--- src/rtl/iob_sched.sv ---
// iob_sched: orders FSB I/O accesses onto the single IOB master.
//   Posted shadow writes (IOCS & IOPWCS) go into a DEPTH-entry FIFO and get RDY
//   after 2 edges. Blocking ops (IOCS alone, or IACS) run in program order behind them.
// Ports: CLK/RES; CPU side BACT, IOCS, IOPWCS, IACS, nWE, nUDS, nLDS, A, DIN -> RDY, DOUT;
//   IOB side IOREQ/IOACK/IODONE handshake, IODIN in, IOA/IOD/IOWE/IOUDS/IOLDS out.
module iob_sched #(
  parameter int DEPTH = 2,
  parameter int AW    = 23
) (
  input  logic          CLK,
  input  logic          RES,
  input  logic          BACT,
  input  logic          IOCS,
  input  logic          IOPWCS,
  input  logic          IACS,
  input  logic          nWE,
  input  logic          nUDS,
  input  logic          nLDS,
  input  logic [AW-1:0] A,
  input  logic [15:0]   DIN,
  output logic          RDY,
  output logic [15:0]   DOUT,
  output logic          IOREQ,
  input  logic          IOACK,
  input  logic          IODONE,
  input  logic [15:0]   IODIN,
  output logic [AW-1:0] IOA,
  output logic [15:0]   IOD,
  output logic          IOWE,
  output logic          IOUDS,
  output logic          IOLDS
);

  localparam int PW = $clog2(DEPTH);
  localparam int CW = $clog2(DEPTH) + 1;

  typedef enum logic [2:0] {F_IDLE, F_PUSH, F_BLKQ, F_BLKW, F_DONE} f_state_t;
  typedef enum logic [1:0] {B_IDLE, B_REQ, B_WAIT} b_state_t;

  f_state_t        f_state_q, f_state_d;
  b_state_t        b_state_q, b_state_d;
  logic            iack_q, iack_d;
  logic [15:0]     dout_q, dout_d;
  logic [CW-1:0]   count_q, count_d;
  logic [PW-1:0]   head_q, head_d, tail_q, tail_d;
  logic [AW-1:0]   ioa_q, ioa_d;
  logic [15:0]     iod_q, iod_d;
  logic            iowe_q, iowe_d;
  logic            iouds_q, iouds_d;
  logic            iolds_q, iolds_d;
  logic            src_fifo_q, src_fifo_d;

  // Posted-write storage; every entry is a write, so only address, data and strobes are kept.
  logic [AW-1:0]   fa_q [DEPTH];
  logic [15:0]     fd_q [DEPTH];
  logic [1:0]      fs_q [DEPTH];

  logic is_post, is_blk, push, pop, blk_go, blk_done;

  assign is_post  = IOCS & IOPWCS;
  assign is_blk   = (IOCS | IACS) & ~is_post;
  // Registered count only: a pop on the same edge does not make room for this push.
  assign push     = (f_state_q == F_PUSH) & BACT & (count_q < CW'(DEPTH));
  assign pop      = (b_state_q == B_WAIT) & IODONE & src_fifo_q;
  assign blk_done = (b_state_q == B_WAIT) & IODONE & ~src_fifo_q;
  // A blocking op is handed over only once every earlier posted write has retired.
  assign blk_go   = (f_state_q == F_BLKQ) & BACT & (count_q == '0) & (b_state_q == B_IDLE);

  // Front FSM: CPU-side cycle sequencing.
  always_comb begin
    f_state_d = f_state_q;
    iack_d    = iack_q;
    dout_d    = dout_q;
    unique case (f_state_q)
      F_IDLE: begin
        if (BACT && is_post) begin
          f_state_d = F_PUSH;
        end else if (BACT && is_blk) begin
          f_state_d = F_BLKQ;
          iack_d    = IACS;
        end
      end
      F_PUSH: begin
        if (!BACT)     f_state_d = F_IDLE;
        else if (push) f_state_d = F_DONE;
      end
      F_BLKQ: begin
        if (!BACT)       f_state_d = F_IDLE;
        else if (blk_go) f_state_d = F_BLKW;
      end
      F_BLKW: begin
        // An aborted cycle leaves the back FSM to finish; its completion is then ignored.
        if (!BACT) begin
          f_state_d = F_IDLE;
        end else if (blk_done) begin
          if (!iowe_q) dout_d = IODIN;
          f_state_d = F_DONE;
        end
      end
      F_DONE: begin
        if (!BACT) f_state_d = F_IDLE;
      end
      default: f_state_d = F_IDLE;
    endcase
  end

  // Back FSM: owns the IOB handshake and the registered IOB outputs.
  always_comb begin
    b_state_d  = b_state_q;
    ioa_d      = ioa_q;
    iod_d      = iod_q;
    iowe_d     = iowe_q;
    iouds_d    = iouds_q;
    iolds_d    = iolds_q;
    src_fifo_d = src_fifo_q;
    unique case (b_state_q)
      B_IDLE: begin
        if (count_q != '0) begin
          ioa_d      = fa_q[head_q];
          iod_d      = fd_q[head_q];
          iowe_d     = 1'b1;
          {iouds_d, iolds_d} = fs_q[head_q];
          src_fifo_d = 1'b1;
          b_state_d  = B_REQ;
        end else if (blk_go) begin
          ioa_d      = A;
          iod_d      = DIN;
          iowe_d     = ~nWE & ~iack_q;
          iouds_d    = ~nUDS;
          iolds_d    = ~nLDS;
          src_fifo_d = 1'b0;
          b_state_d  = B_REQ;
        end
      end
      B_REQ:   if (IOACK)  b_state_d = B_WAIT;
      B_WAIT:  if (IODONE) b_state_d = B_IDLE;
      default: b_state_d = B_IDLE;
    endcase
  end

  always_comb begin
    count_d = count_q + CW'(push) - CW'(pop);
    head_d  = pop  ? head_q + PW'(1) : head_q;
    tail_d  = push ? tail_q + PW'(1) : tail_q;
  end

  always_ff @(posedge CLK or posedge RES) begin
    if (RES) begin
      f_state_q  <= F_IDLE;
      b_state_q  <= B_IDLE;
      iack_q     <= 1'b0;
      dout_q     <= '0;
      count_q    <= '0;
      head_q     <= '0;
      tail_q     <= '0;
      ioa_q      <= '0;
      iod_q      <= '0;
      iowe_q     <= 1'b0;
      iouds_q    <= 1'b0;
      iolds_q    <= 1'b0;
      src_fifo_q <= 1'b0;
    end else begin
      f_state_q  <= f_state_d;
      b_state_q  <= b_state_d;
      iack_q     <= iack_d;
      dout_q     <= dout_d;
      count_q    <= count_d;
      head_q     <= head_d;
      tail_q     <= tail_d;
      ioa_q      <= ioa_d;
      iod_q      <= iod_d;
      iowe_q     <= iowe_d;
      iouds_q    <= iouds_d;
      iolds_q    <= iolds_d;
      src_fifo_q <= src_fifo_d;
    end
  end

  always_ff @(posedge CLK) begin
    if (push) begin
      fa_q[tail_q] <= A;
      fd_q[tail_q] <= DIN;
      fs_q[tail_q] <= {~nUDS, ~nLDS};
    end
  end

  assign RDY   = (f_state_q == F_DONE);
  assign IOREQ = (b_state_q == B_REQ);
  assign DOUT  = dout_q;
  assign IOA   = ioa_q;
  assign IOD   = iod_q;
  assign IOWE  = iowe_q;
  assign IOUDS = iouds_q;
  assign IOLDS = iolds_q;

endmodule

--- config.mk ---
export PLATFORM = sky130hd
export DESIGN_NAME = iob_sched
export DESIGN_NICKNAME = d
export VERILOG_FILES = /design/src/rtl/iob_sched.sv
export SDC_FILE = /design/constraint.sdc
export NUM_CORES = 1
export LEC_CHECK = 0
export BUFFER_PORTS_ARGS = -buffer_cell sky130_fd_sc_hd__buf_2
export CAP_MARGIN = 5
export CORE_ASPECT_RATIO = 1.25
export CORE_UTILIZATION = 30
export DETAILED_ROUTE_END_ITERATION = 16
export PLACE_DENSITY_LB_ADDON = 0.25
export SKIP_CTS_REPAIR_TIMING = 1
export SLEW_MARGIN = 20
export SYNTH_ARGS = -nofsm -noshare
export SYNTH_HDL_FRONTEND = slang
export SYNTH_SLANG_ARGS = --single-unit
--- constraint.sdc ---
create_clock -name CLK -period 4.8 [get_ports CLK]
set_clock_uncertainty 0.05 [all_clocks]
set_input_delay 0.96 -clock CLK [delete_from_list [all_inputs] [get_ports CLK]]
set_output_delay 0.96 -clock CLK [all_outputs]
set_load 0.01 [all_outputs]
==> impl_metrics.csv <==
group,metric,value,unit
status,outcome,"finished, final reports clean",
sta,final.min_clock_period,2.56,ns
worst_setup_path,required,4.79,ns
worst_setup_path,critPathSlowestCell,"or4_2",
cts,clkLatencyLatePin,0.41,ns
yosys,yosys.area_share.simple,7.95,%
die,die_x,129,um
worst_setup_path,worstPathArrival,2.55,ns
final_layout,fin_cells,856,
worst_setup_path,cp-end-kind,"register",
sta,slew_headroom,30.2,%
global_route,grt_pass1_wl,20100,um
die,ios,126,
worst_setup_path,path_class,"input port to register",
yosys,synth_cell_types,37,
cts,cts_made_buffers,17,
route,ant_nets,0,
yosys,synthMuxAreaShare,10.4,%
cts,h-tree-depth,4,
die,die_h,160,um
sta,slew_violations,0,
worst_setup_path,cp-start-kind,"input port",
route,wl_met3,795,um
cts,clk_pin_slew_worst_paths,0.05,ns
worst_setup_path,max_stage_delay,0.68,ns
global_route,track_usage,12.9,%
global_route,antenna_found_initial,2,
global_route,grt_max_degree,59,
worst_hold_path,hold_class,"register to register",
die,rows,57,
route,drt-initial-drc-count,117,
yosys,avgSynthCellArea,13.2,sq um
sta,worst_slew_pin_slew,1.04,ns
yosys,synth_compound_area_share,8.35,%
worst_setup_path,cp_max_fo,41,
yosys,synth_edf_count,82,
final_layout,fin_nets,647,
worst_setup_path,cpLargestDelayFamily,"simple AND/OR/NAND/NOR gates",
yosys,ys_async_sr_fraction,45.7,%
yosys,synth_xor_area_share,0.583,%
final_layout,diodes,0,
cts,cts-root-buf,"clkbuf_16",
yosys,synthFlopType,"edfxtp_1",
route,first_pass_iters,4,
run,maxCapViolations,0,
die,initial_core_util,30.8,%
sta,tns,0,ns
yosys,yosys_warnings,0,
route,met1_length,5050,um
placement,port_buffers,125,
route,met2_length,6220,um
placement,hpwl,8250,um
power,leakage,3.27,nW
yosys,ys_seq_elements,151,
route,drt_wl_total,12300,um
final_layout,area_growth_syn_to_layout,24.8,%
yosys,synthAdderAreaFrac,0.416,%
power,cellPowerDensity,593,mW/mm^2
route,top_layer_used,"met5",
global_route,overflow,0,
placement,place_inst,825,
die,dieArea,0.0206,sq mm
final_layout,drive_gt1_share,31.3,%
placement,gp_congestion,0.786,
sta,rsz0062_at_grt,"false",
sta,max_freq,391,MHz
sta,setup_violations,0,
yosys,synth_top_family_by_area,"multiplexers",
cts,cts_tree,"built",
power,peakVddDrop,192,uV
route,wl_per_cell,14.4,um
die,core,0.0195,sq mm
yosys,synth_area,0.00601,sq mm
route,vias_per_cell,4.45,
yosys,ys_seq_area_share,69.7,%
worst_setup_path,critPathBufInv,2,
route,via_count,3810,
yosys,synthCells,454,
worst_setup_path,cp_cell_sequence,"buf_2, nand2_1, or4_2, nor2_4, buf_4",
cts,clk_path_buf_depth,2,
sta,period_share,53.3,%
yosys,synth_nets,522,
cts,cts.sinks,151,
global_route,grt_pass1_vias,4029,
route,drcViolationCount,0,
sta,hold_violations,0,
worst paths after layout:
kind | to | from | cells past startpoint | slack (ns)
setup / recovery | fa_q[0][19]$_DFFE_PP_ | BACT | 5 | 2.24
hold / removal | IOD[13]$_DFFE_PP0P_ | IOD[13]$_DFFE_PP0P_ | 2 | 0.42
setup reg to reg | IOA[1]$_DFFE_PP0P_ | count_q[1]$_DFF_PP0_ | 4 | 2.42
hold reg to reg | IOD[13]$_DFFE_PP0P_ | IOD[13]$_DFFE_PP0P_ | 2 | 0.42
max in group asynchronous | head_q$_DFFE_PP0P_ | RES | 3 | 3.21
min in group asynchronous | DOUT[4]$_DFFE_PP0P_ | RES | 2 | 0.49
registers in the layout (all words and copies together), names as in the netlist, 2 cells and up:
register and flops:
fa_q 46, fd_q 32, IOA 23, DOUT 16, IOD 16, fs_q 4
f_state_q 3, b_state_q 2, count_q 2
worst register-to-register path: stages, from the launching register on:
cell and delay [ns]:
dfrtp_1 0.47, or2_2 0.37, o21ai_4 0.67, buf_4 0.50
o21ai_0 0.18
cell families after synthesis:
logic type / count (synthesis)
xor+xnor: 4
flops: 151
buf+inv: 34
mux: 60
simple gates: 107
compound gates: 96
fa+ha+maj: 2
layout make-up:
type	instances	area [sq um]
clock buffers	19	443
fillers	1937	12000
flip-flops and latches	151	4190
multi-input cells	269	1700
repair buffers	131	671
inverters	9	35.0
well taps	265	332
clock inverters	12	135
per-layer routing:
layer	track usage, %	up-vias
li1	-	1877
met1	14.1	1816
met2	22.1	94
met3	4.86	19
met4	5.19	4
met5	0	-
cell usage after synthesis, types with 2 or more instances:
cell	instances	area, sq um
o21ai_0	45	225
clkbuf_1	13	48.8
inv_1	9	33.8
nand2_1	44	165
edfxtp_1	82	2460
xnor2_1	3	26.3
dfrtp_1	69	1730
nor2_1	49	184
ha_1	2	25.0
mux2_1	2	22.5
buf_4	4	30.0
a22o_1	2	17.5
a21oi_1	44	220
a31oi_1	2	12.5
mux2i_1	42	420
buf_2	6	30.0
mux2_2	16	180
cell usage in the layout, fill, tap and decap left out, drive strengths merged, types with 3 or more instances in the layout:
cell    netlist  final
bufinv        0      3
dfrtp        69     69
mux2         18     18
nor2         49     49
clkinv        0     10
clkbuf       14     19
o21ai        45     45
mux2i        42     42
buf          11    131
a21oi        44     44
nand2        44     44
edfxtp       82     82
xnor2         3      3
inv           9      8
report_power, final:
group          total, W  switching (W)  internal [W]  leakage [nW]
clock           0.00130       0.000484      0.000818         0.289
combinational   0.00133       0.000803      0.000532          1.37
sequential      0.00181       0.000179       0.00163          1.62
stage by stage:
stage	cell area (sq um)	util (%)	setup WS [ns]	total power (W)	hold slack, ns
floorplan	6010	-	0.821	0.00278	0.418
global placement	6920	35.4	1.87	0.00318	0.410
detailed placement	6920	35.4	1.81	0.00321	0.415
CTS	7500	38.4	2.25	0.00453	0.429
global route	7500	38.4	2.14	0.00476	0.437
finish	7500	38.4	2.24	0.00445	0.418
No activity file was read; power rests on OpenSTA's default activity.
